File: src/rtl/muldiv_unit_if.sv
// muldiv_unit_if: request/result handshake between the execute stage and the multiply/divide unit.
interface muldiv_unit_if #(
    parameter int XLEN = 64,
    parameter int DEST_WIDTH = 5
);
    logic in_valid;
    logic in_ready;
    logic [2:0] in_op;
    logic in_word;
    logic [XLEN-1:0] in_operand_a;
    logic [XLEN-1:0] in_operand_b;
    logic [DEST_WIDTH-1:0] in_dest_register;
    logic in_flush;
    logic in_stall;
    logic out_valid;
    logic out_ready;
    logic [XLEN-1:0] out_result;
    logic [DEST_WIDTH-1:0] out_dest_register;
    logic busy;

    modport master (
        output in_valid, in_op, in_word, in_operand_a, in_operand_b, in_dest_register,
        output in_flush, in_stall, out_ready,
        input in_ready, out_valid, out_result, out_dest_register, busy
    );

    modport slave (
        input in_valid, in_op, in_word, in_operand_a, in_operand_b, in_dest_register,
        input in_flush, in_stall, out_ready,
        output in_ready, out_valid, out_result, out_dest_register, busy
    );
endinterface

File: src/rtl/muldiv_unit.sv
// muldiv_unit: iterative RV64M multiply/divide; shift-add multiply, restoring divide,
// single-cycle fast path for divide-by-zero, signed overflow and illegal W multiply-high.
module muldiv_unit #(
    parameter int XLEN = 64,
    parameter int MUL_STEP = 4,
    parameter int DEST_WIDTH = 5
) (
    input logic clk,
    input logic reset,
    muldiv_unit_if.slave io
);
    localparam int CW = $clog2(XLEN + 1);
    typedef enum logic [2:0] {IDLE, MUL, DIV, FIXUP, FAST, DONE} stateT;
    stateT state;
    logic [2*XLEN-1:0] acc;
    logic [XLEN-1:0] opReg;
    logic [CW-1:0] cnt;
    logic [2:0] op;
    logic isWord;
    logic negRes;
    function automatic logic [XLEN-1:0] sx32(input logic [31:0] x);
        return XLEN'($signed(x));
    endfunction
    logic signedA, signedB, signA, signB, divZero, overflow, illegal, fast;
    logic [XLEN-1:0] aExt, bExt, aMag, bMag, dividend, minNeg, fastRes;
    logic [CW-1:0] steps;
    always_comb begin
        signedA = io.in_op == 3'd1 || io.in_op == 3'd2 || (io.in_op[2] && !io.in_op[0]);
        signedB = io.in_op == 3'd1 || (io.in_op[2] && !io.in_op[0]);
        aExt = io.in_word ? (signedA ? sx32(io.in_operand_a[31:0]) : XLEN'(io.in_operand_a[31:0])) : io.in_operand_a;
        bExt = io.in_word ? (signedB ? sx32(io.in_operand_b[31:0]) : XLEN'(io.in_operand_b[31:0])) : io.in_operand_b;
        signA = signedA && aExt[XLEN-1];
        signB = signedB && bExt[XLEN-1];
        aMag = signA ? -aExt : aExt;
        bMag = signB ? -bExt : bExt;
        dividend = io.in_word ? sx32(io.in_operand_a[31:0]) : io.in_operand_a;
        minNeg = io.in_word ? ~XLEN'(32'h7fff_ffff) : {1'b1, {(XLEN-1){1'b0}}};
        illegal = io.in_word && !io.in_op[2] && io.in_op[1:0] != 2'b00;
        divZero = io.in_op[2] && bExt == '0;
        overflow = io.in_op[2] && !io.in_op[0] && aExt == minNeg && bExt == '1;
        fast = illegal || divZero || overflow;
        fastRes = illegal ? '0 : divZero ? (io.in_op[1] ? dividend : '1) : (io.in_op[1] ? '0 : dividend);
        steps = CW'((io.in_word ? 32 : XLEN) / (io.in_op[2] ? 1 : MUL_STEP));
    end
    logic [XLEN+MUL_STEP-1:0] mulHi;
    logic [XLEN:0] divShift;
    logic divGe;
    logic [XLEN-1:0] divDiff, divPick, mulPick, fixRes;
    logic [2*XLEN-1:0] prod;
    always_comb begin
        mulHi = (XLEN+MUL_STEP)'(acc[2*XLEN-1:XLEN]) + (XLEN+MUL_STEP)'(opReg) * (XLEN+MUL_STEP)'(acc[MUL_STEP-1:0]);
        divShift = {acc[2*XLEN-1:XLEN], acc[XLEN-1]};
        divGe = divShift >= {1'b0, opReg};
        divDiff = XLEN'(divShift - {1'b0, opReg});
        // W multiplies stop after 32 bits, leaving the product XLEN-32 bits higher in acc
        prod = isWord ? acc >> (XLEN - 32) : acc;
        prod = negRes ? -prod : prod;
        mulPick = op[1:0] == 2'b00 ? (isWord ? sx32(prod[31:0]) : prod[XLEN-1:0]) : prod[2*XLEN-1:XLEN];
        divPick = op[1] ? acc[2*XLEN-1:XLEN] : acc[XLEN-1:0];
        divPick = negRes ? -divPick : divPick;
        fixRes = op[2] ? (isWord ? sx32(divPick[31:0]) : divPick) : mulPick;
    end
    assign io.in_ready = state == IDLE;
    assign io.busy = state != IDLE;
    always_ff @(posedge clk or posedge reset) begin
        if (reset) begin
            state <= IDLE;
            acc <= '0;
            opReg <= '0;
            cnt <= '0;
            op <= '0;
            isWord <= 1'b0;
            negRes <= 1'b0;
            io.out_valid <= 1'b0;
            io.out_result <= '0;
            io.out_dest_register <= '0;
        end else if (io.in_flush) begin
            state <= IDLE;
            io.out_valid <= 1'b0;
        end else if (!io.in_stall) begin
            case (state)
                IDLE: if (io.in_valid) begin
                    op <= io.in_op;
                    isWord <= io.in_word;
                    io.out_dest_register <= io.in_dest_register;
                    // remainder takes the dividend sign; everything else the xor of both
                    negRes <= signA ^ (signB && !(io.in_op[2] && io.in_op[1]));
                    opReg <= io.in_op[2] ? bMag : aMag;
                    acc <= {{XLEN{1'b0}}, fast ? fastRes : io.in_op[2] ? aMag << (io.in_word ? XLEN - 32 : 0) : bMag};
                    cnt <= steps;
                    state <= fast ? FAST : io.in_op[2] ? DIV : MUL;
                end
                MUL: begin
                    acc <= {mulHi, acc[XLEN-1:MUL_STEP]};
                    cnt <= cnt - CW'(1);
                    state <= cnt == CW'(1) ? FIXUP : MUL;
                end
                DIV: begin
                    acc <= {divGe ? divDiff : divShift[XLEN-1:0], acc[XLEN-2:0], divGe};
                    cnt <= cnt - CW'(1);
                    state <= cnt == CW'(1) ? FIXUP : DIV;
                end
                FIXUP: begin
                    io.out_result <= fixRes;
                    io.out_valid <= 1'b1;
                    state <= DONE;
                end
                FAST: begin
                    io.out_result <= acc[XLEN-1:0];
                    io.out_valid <= 1'b1;
                    state <= DONE;
                end
                DONE: if (io.out_ready) begin
                    io.out_valid <= 1'b0;
                    state <= IDLE;
                end
                default: state <= IDLE;
            endcase
        end
    end
endmodule

File: src/flat_wrapper.sv
// flat-port wrapper written by rule: the top's interface ports become plain ports
module muldiv_unit_flat 
#(
    parameter int XLEN = 64,
    parameter int MUL_STEP = 4,
    parameter int DEST_WIDTH = 5
)
  (clk, reset, io_in_valid, io_in_op, io_in_word, io_in_operand_a, io_in_operand_b, io_in_dest_register, io_in_flush, io_in_stall, io_out_ready, io_in_ready, io_out_valid, io_out_result, io_out_dest_register, io_busy);
  muldiv_unit_if #(.XLEN(XLEN), .DEST_WIDTH(DEST_WIDTH)) io_i ();
  input logic clk;
  input logic reset;
  input wire logic [$bits(io_i.in_valid)-1:0] io_in_valid;
  input wire logic [$bits(io_i.in_op)-1:0] io_in_op;
  input wire logic [$bits(io_i.in_word)-1:0] io_in_word;
  input wire logic [$bits(io_i.in_operand_a)-1:0] io_in_operand_a;
  input wire logic [$bits(io_i.in_operand_b)-1:0] io_in_operand_b;
  input wire logic [$bits(io_i.in_dest_register)-1:0] io_in_dest_register;
  input wire logic [$bits(io_i.in_flush)-1:0] io_in_flush;
  input wire logic [$bits(io_i.in_stall)-1:0] io_in_stall;
  input wire logic [$bits(io_i.out_ready)-1:0] io_out_ready;
  output wire logic [$bits(io_i.in_ready)-1:0] io_in_ready;
  output wire logic [$bits(io_i.out_valid)-1:0] io_out_valid;
  output wire logic [$bits(io_i.out_result)-1:0] io_out_result;
  output wire logic [$bits(io_i.out_dest_register)-1:0] io_out_dest_register;
  output wire logic [$bits(io_i.busy)-1:0] io_busy;
  assign io_i.in_valid = io_in_valid;
  assign io_i.in_op = io_in_op;
  assign io_i.in_word = io_in_word;
  assign io_i.in_operand_a = io_in_operand_a;
  assign io_i.in_operand_b = io_in_operand_b;
  assign io_i.in_dest_register = io_in_dest_register;
  assign io_i.in_flush = io_in_flush;
  assign io_i.in_stall = io_in_stall;
  assign io_i.out_ready = io_out_ready;
  assign io_in_ready = io_i.in_ready;
  assign io_out_valid = io_i.out_valid;
  assign io_out_result = io_i.out_result;
  assign io_out_dest_register = io_i.out_dest_register;
  assign io_busy = io_i.busy;
  muldiv_unit #(.XLEN(XLEN), .MUL_STEP(MUL_STEP), .DEST_WIDTH(DEST_WIDTH)) u_core (.clk(clk), .reset(reset), .io(io_i));
endmodule
File: config.mk
export PLATFORM = sky130hd
export DESIGN_NAME = muldiv_unit_flat
export DESIGN_NICKNAME = d
export VERILOG_FILES = /design/src/rtl/muldiv_unit_if.sv /design/src/rtl/muldiv_unit.sv /design/src/flat_wrapper.sv
export SDC_FILE = /design/constraint.sdc
export NUM_CORES = 2
export LEC_CHECK = 0
export ABC_CLOCK_PERIOD_IN_PS = 11100
export CAP_MARGIN = 10
export CORE_ASPECT_RATIO = 0.5
export CORE_MARGIN = 2
export CORE_UTILIZATION = 48
export DETAILED_ROUTE_END_ITERATION = 10
export PLACE_DENSITY = 0.63
export SKIP_LAST_GASP = 1
export SYNTH_ARGS = -nofsm -noshare
export SYNTH_HDL_FRONTEND = slang
export SYNTH_SLANG_ARGS = --single-unit
File: constraint.sdc
create_clock -name clk -period 11.1 [get_ports clk]
set_input_delay 2.22 -clock clk [delete_from_list [all_inputs] [get_ports clk]]
set_output_delay 2.22 -clock clk [all_outputs]
set_load 0.01 [all_outputs]
=== After elaboration in Yosys (flattened, before gate mapping) ===
Cells that the tools add are included.

* Register bits: 277
* Logic and storage cells: 118
* Bits of input ports: 143
* Output and inout bits: 72

* Add/sub/neg operators: 7
* Reduce and logical (&&, ||, !) cells: 35
* Eq/ne operators: 14
* Mux-type cells: 45
* Shift operators: 1
* Order comparisons: 1
* Divide/modulo/power cells: 1
* Multipliers: 1
* Bitwise logic cells: 3

{| class="wikitable"
|+ Operators with widths
! cell !! count
|-
| $mux W64 || 21
|-
| $mux W128 || 3
|-
| $pmux W128 S3 || 1
|-
| $neg A64 Y64 || 3
|-
| $neg A128 Y128 || 1
|-
| $pmux W64 S2 || 1
|-
| $add A64 B68 Y68 || 1
|-
| $mul A64 B4 Y68 || 1
|-
| $ge A65 B64 Y1 || 1
|-
| $eq A64 B64 Y1 || 1
|-
| $eq A64 B64 Y1 const B || 1
|-
| $logic_not A64 Y1 || 1
|-
| $shl A64 B32 Y64 || 1
|-
| $sub A64 B64 Y64 || 1
|-
| $mux W63 || 1
|-
| $div A32 B32 Y32 || 1
|-
| $mux W3 || 6
|-
| $pmux W3 S5 || 1
|-
| $mux W7 || 2
|-
| $pmux W7 S2 || 1
|-
| $reduce_and A4 Y1 || 3
|-
| $logic_and A1 B1 Y1 || 10
|-
| $eq A3 B2 Y1 const B || 3
|-
| $reduce_and A3 Y1 || 3
|-
| other kinds (19) || 39
|}

=== Longest topological paths before layout ===
* Depth after elaboration: 14
* Depth in mapped cells: 23

=== Least setup slack after synthesis ===
No wires, ideal clock.

* Path kind: register to register
* From: reg u_core.acc[1]
* To: reg u_core.acc[124]
* Setup time: 0.142 ns
* Setup slack: 5.419 ns
* Clock period less this slack: 5.681 ns
* Arrival: 5.539 ns
* Stages on the path, launching flop included: 22
* Cell sequence: dfrtp_1 -> clkbuf_1 -> clkbuf_1 -> clkbuf_1 -> nand2_1 -> fa_1 -> inv_1 -> fa_1 -> fa_1 -> ha_1 -> clkbuf_1 -> a211oi_1 -> a22oi_1 -> nand2_1 -> a21oi_1 -> a21oi_1 -> o41ai_1 -> a21oi_1 -> o2bb2ai_1 -> o41ai_1 -> xnor2_1 -> o221ai_1

* Cells in the longest elaborated chain, start to end: 3

{| class="wikitable"
|+ RTL lines
! what !! RTL line !! source
|-
| start, declared || muldiv_unit.sv:15 || <nowiki>logic [2*XLEN-1:0] acc;</nowiki>
|-
| start signal, assigned || muldiv_unit.sv:89 || <nowiki>acc <= {{XLEN{1'b0}}, fast ? fastRes : io.in_op[2] ? aMag << (io.in_word ? XLEN - 32 : 0) : bMag};</nowiki>
|-
| start signal, assigned || muldiv_unit.sv:94 || <nowiki>acc <= {mulHi, acc[XLEN-1:MUL_STEP]};</nowiki>
|-
| start signal, assigned || muldiv_unit.sv:99 || <nowiki>acc <= {divGe ? divDiff : divShift[XLEN-1:0], acc[XLEN-2:0], divGe};</nowiki>
|-
| $mul A64 B4 Y68 || muldiv_unit.sv:51 || <nowiki>mulHi = (XLEN+MUL_STEP)'(acc[2*XLEN-1:XLEN]) + (XLEN+MUL_STEP)'(opReg) * (XLEN+MUL_STEP)'(acc[MUL_STEP-1:0]);</nowiki>
|-
| $add A64 B68 Y68 || muldiv_unit.sv:51 ||
|-
| $pmux W128 S3 || muldiv_unit.sv:81 || <nowiki>case (state)</nowiki>
|}

Every way passes these cells.
A chain may end at the register's enable or synchronous reset.

=== Worst setup path in the final report ===
* From: reg u_core.acc[2]
* To: reg u_core.acc[119]

Same word-level chain as after synthesis.

==> impl_summary.txt <==
----------------------------------------------------
[Outcome]
  Outcome ... finished, final reports clean

[Die]
  Core area ... ~86000 um^2
  Die Ht ... between 200 and 250 um
  Starting utilization of the core area ... roughly 48%
  Total number of placement rows ... 76
  Die area ... about 90000 um^2
  Overall die width ... approximately 420 um
  Top Ports ... around 220

[Timing]
  Aggregate negative setup slack ... 0 ns
  Relative slew slack ... between 4 and 5%
  Highest clock rate ... about 140 MHz
  Slew @ Worst Pin ... roughly 1.4 ns
  Post-route clock period utilization ... between 60 and 70%
  Post-Route Skew ... roughly 0.045 ns
  Total count of hold-check failures in the final report ... 0
  Final setup margin ... 4.12 ns
  Setup-violating endpoint count in the final report ... 0
  RSZ-0062 raised after global routing ... false
  Max Transition Viols Final ... 0
  Final period demand of the worst path ... between 6 and 7 ns

[Pwr]
  Pwr/cell area ... 400 nW/um^2
  Post-layout total power ... 0.0183 W
  Maximum vdd drop ... around 0.39 mV
  Static Leakage ... approximately 19 nW

[Hold path]
  Min-delay src ... u_core.io.out_result[45]
  Min-Delay Path Class ... reg2reg

[Final layout]
  Fin nets ... about 6k
  Fraction of layout instances using a drive strength above 1 ... roughly 5.6%
  Final design instance area without fill ... between 40000 and 50000 um^2
  Area growth from synthesis to layout ... 9.69%
  Layout Cells excl Fill ... just under 7k
  Commonest cells after routing, fill and taps aside ... sky130_fd_sc_hd__nand2_1, sky130_fd_sc_hd__nor2_1, sky130_fd_sc_hd__a21oi_1
  Leading cell type in the layout, fill and taps excluded ... sky130_fd_sc_hd__nand2_1
  Count of filler cells inserted in the layout ... 8495

[Worst setup path]
  Ordered list of cells on the worst path ... nand2_1 -> fa_1 -> inv_1 -> fa_1 -> fa_1 -> ha_1 -> o211ai_1 -> a21oi_1 -> o41ai_1 -> buf_4 -> o211a_1 -> a2111oi_0 -> o31ai_1 -> a21boi_1 -> nor2_1 -> nand2b_1 -> xnor2_1 -> o311ai_0
  Worst-path maximum fanout ... 73
  WP data arrival ... about 7.5 ns
  Startpoint Class ... register
  Slowest cell delay on critical path ... between 1 and 1.5 ns
  CP required ... between 10 and 15 ns
  Startpoint of the worst setup timing path ... u_core.acc[2]
  Slowest CP cell ... sky130_fd_sc_hd__dfrtp_4
  Kind of end point of the critical path ... register
  Critical Path Most Common Cell ... sky130_fd_sc_hd__fa_1
  Worst reg2reg startpoint ... u_core.acc[2]
  Setup CP Type ... reg2reg

[Clock network]
  Number of clock buffers inserted by TritonCTS ... 34
  Clock root cell ... sky130_fd_sc_hd__clkbuf_16
  Clock slew seen by the registers of the worst setup and hold paths ... roughly 0.07 ns
  Worst-case clock buffer depth ... 3
  Skew-Pair Late Insertion Delay ... 0.63 ns
  Resize count post-CTS ... 0
  CTS H-Tree Depth ... 2
  Clock tree from TritonCTS ... built
  Clock sink count ... about 280
  Total setup buffers inserted after CTS ... 0
  # hold bufs at CTS ... 0

[Synth]
  Count of flip-flops with a built-in enable after synthesis ... 0
  Fraction of registers with async set or reset after synthesis ... 100%
  Top cell type by total area after synthesis ... sky130_fd_sc_hd__dfrtp_1
  Most area-consuming cells after synthesis ... sky130_fd_sc_hd__dfrtp_1, sky130_fd_sc_hd__fa_1, sky130_fd_sc_hd__a21oi_1
  Summed instance area of the synthesized netlist ... between 40000 and 50000 um^2
  Sequential area share after synthesis ... between 10% and 20%
  Unique masters post-synth ... 108
  Synth Register Bits ... around 280
  Most used flip-flop cell after synthesis ... sky130_fd_sc_hd__dfrtp_1
  Synthesized netlist cell count ... roughly 5.8k
  Synthesized net count ... 6263
  Yosys warns ... 0
  Area fraction of the dominant cell type after synthesis ... approximately 17%
  Post-Synthesis Mean Instance Area ... roughly 7.2 um^2

[Placed design]
  # port buffers ... 214
  Placement Cell Area ... about 45000 um^2
  Setup Slack @ Placement ... between 4 and 5 ns
  Final RePlAce weighted congestion ... approximately 1.2
  HPWL Detailed ... roughly 170 mm
  Placed Cells incl. Taps ... between 6k and 7k

[Global routing]
  Global-route wire length before repair ... about 310 mm
  Vias in the first global route ... between 40k and 50k
  Number of antenna violations at the first check in global routing ... 19
  Combined global-route utilization of all metal layers ... around 48%
  Largest net degree at the start of global routing ... 92
  Final global-route overflow total ... 0

[Routing]
  Total wirelength of the detailed-routed design ... roughly 220 mm
  Wire per inst ... 32.0 um
  Met3 routed wirelength ... ~36 mm
  Number of violations reported at the end of detailed-routing iteration 0 ... roughly 7.9k
  Top sig layer ... met5
  Per-cell via count in the routed design ... 7.09
  Routed vias ... between 40k and 50k
  Total length of routed met2 wires ... between 80 and 90 mm
  Antenna violation net count after detailed routing ... 0
  Drt pass-1 iters ... 10
  Wl on met1 ... about 83 mm
  DRC violations left ... 0

[Run]
  Max-cap violations ... 0

----------------------------------------------------
## logic make-up (layout without fill, tap and decap cells)
family	count (synthesis)	after routing	share of synthesized area, %
AO/OA/AOI/OAI	1829	1829	27.5
XOR/XNOR	356	356	7.46
adder cells (fa/ha/maj)	338	338	13.5
buffers and inverters	740	677	6.91
flip-flops	277	277	16.6
multiplexers	188	188	4.60
other	1	14	0.00898
AND/OR/NAND/NOR	2053	2053	23.4
## final timing paths
path                            slack (ns)  depth (start not counted)                  endpoint
worst max register to register        4.12                         18           u_core.acc[119]
worst max-delay path                  4.12                         18           u_core.acc[119]
min in group asynchronous             2.13                          2  u_core.io.out_result[59]
worst min register to register        0.47                          2  u_core.io.out_result[45]
max in group asynchronous             7.35                          3             u_core.acc[3]
worst min-delay path                  0.47                          2  u_core.io.out_result[45]
## power breakdown
part           leakage [nW]  internal (W)  switching, W
sequential             3.44       0.00139      0.000953
clock                 0.551      0.000665      0.000576
combinational          14.5       0.00529       0.00946
total                  18.5       0.00734        0.0110
## through the flow
stage / hold WS (ns) / utilization [%]
finish: 0.475 / 53.2
global route: 0.497 / 53.2
CTS: 0.479 / 53.1
detailed placement: 0.466 / 51.9
global placement: 0.459 / 51.9
floorplan: 0.450 / -
## Yosys cell counts (37+ instances only)
library cell and instances:
sky130_fd_sc_hd__a31oi_1 57, sky130_fd_sc_hd__nand2_1 676, sky130_fd_sc_hd__clkbuf_1 402, sky130_fd_sc_hd__xor2_1 161, sky130_fd_sc_hd__ha_1 150, sky130_fd_sc_hd__inv_1 252
sky130_fd_sc_hd__a21o_1 63, sky130_fd_sc_hd__nor3_1 207, sky130_fd_sc_hd__and2_1 108, sky130_fd_sc_hd__a221oi_1 64, sky130_fd_sc_hd__nor4_1 61, sky130_fd_sc_hd__xnor2_1 195
sky130_fd_sc_hd__a21oi_1 514, sky130_fd_sc_hd__fa_1 188, sky130_fd_sc_hd__dfrtp_1 277, sky130_fd_sc_hd__o22ai_1 54, sky130_fd_sc_hd__o21ai_0 478, sky130_fd_sc_hd__a22oi_1 49
sky130_fd_sc_hd__nor2b_1 43, sky130_fd_sc_hd__nand3_1 107, sky130_fd_sc_hd__nor3b_1 40, sky130_fd_sc_hd__o211ai_1 88, sky130_fd_sc_hd__nor2_1 517, sky130_fd_sc_hd__o31ai_1 62
sky130_fd_sc_hd__mux2i_1 156, sky130_fd_sc_hd__a211oi_1 86, sky130_fd_sc_hd__nand4_1 71, sky130_fd_sc_hd__or3_1 47, sky130_fd_sc_hd__buf_2 37
## registers in the layout, indices dropped and copies added (netlist names)
| register | count |
|---|---|
| u_core.cnt | 7 |
| u_core.opReg | 64 |
| u_core.isWord | 1 |
| u_core.state | 3 |
| u_core.io.out_dest_register | 5 |
| u_core.acc | 128 |
| u_core.io.out_result | 64 |
| u_core.io.out_valid | 1 |
| u_core.negRes | 1 |
| u_core.op | 3 |
## final cells by class
class	count	area (um^2)	share of cell area (%)
Timing Repair Buffer	362	3260	7.11
Antenna cell	13	32.5	0.0710
Multi-Input combinational cell	4765	32000	69.9
Clock buffer	48	973	2.12
Clock inverter	12	140	0.306
Tap cell	1170	1460	3.19
Inverter	255	965	2.10
Sequential cell	277	6950	15.2
## layer usage
layer | vias up | GRT usage [%]
li1 | 20600 | -
met1 | 23600 | 61.1
met2 | 3894 | 66.4
met3 | 904 | 21.5
met4 | 22 | 25.0
met5 | - | 0
## critical path, delay by kind of cell (launching register included)
family / cells / cell delay, ns
AOI/OAI and AO/OA: 8 / 2.49
xor gates and xnor gates: 1 / 0.16
adders and majority gates: 4 / 1.96
buffers and inverters: 2 / 0.29
DFF: 1 / 1.06
and+or+nand+nor: 3 / 0.87
No activity file was read; power rests on OpenSTA's default activity.
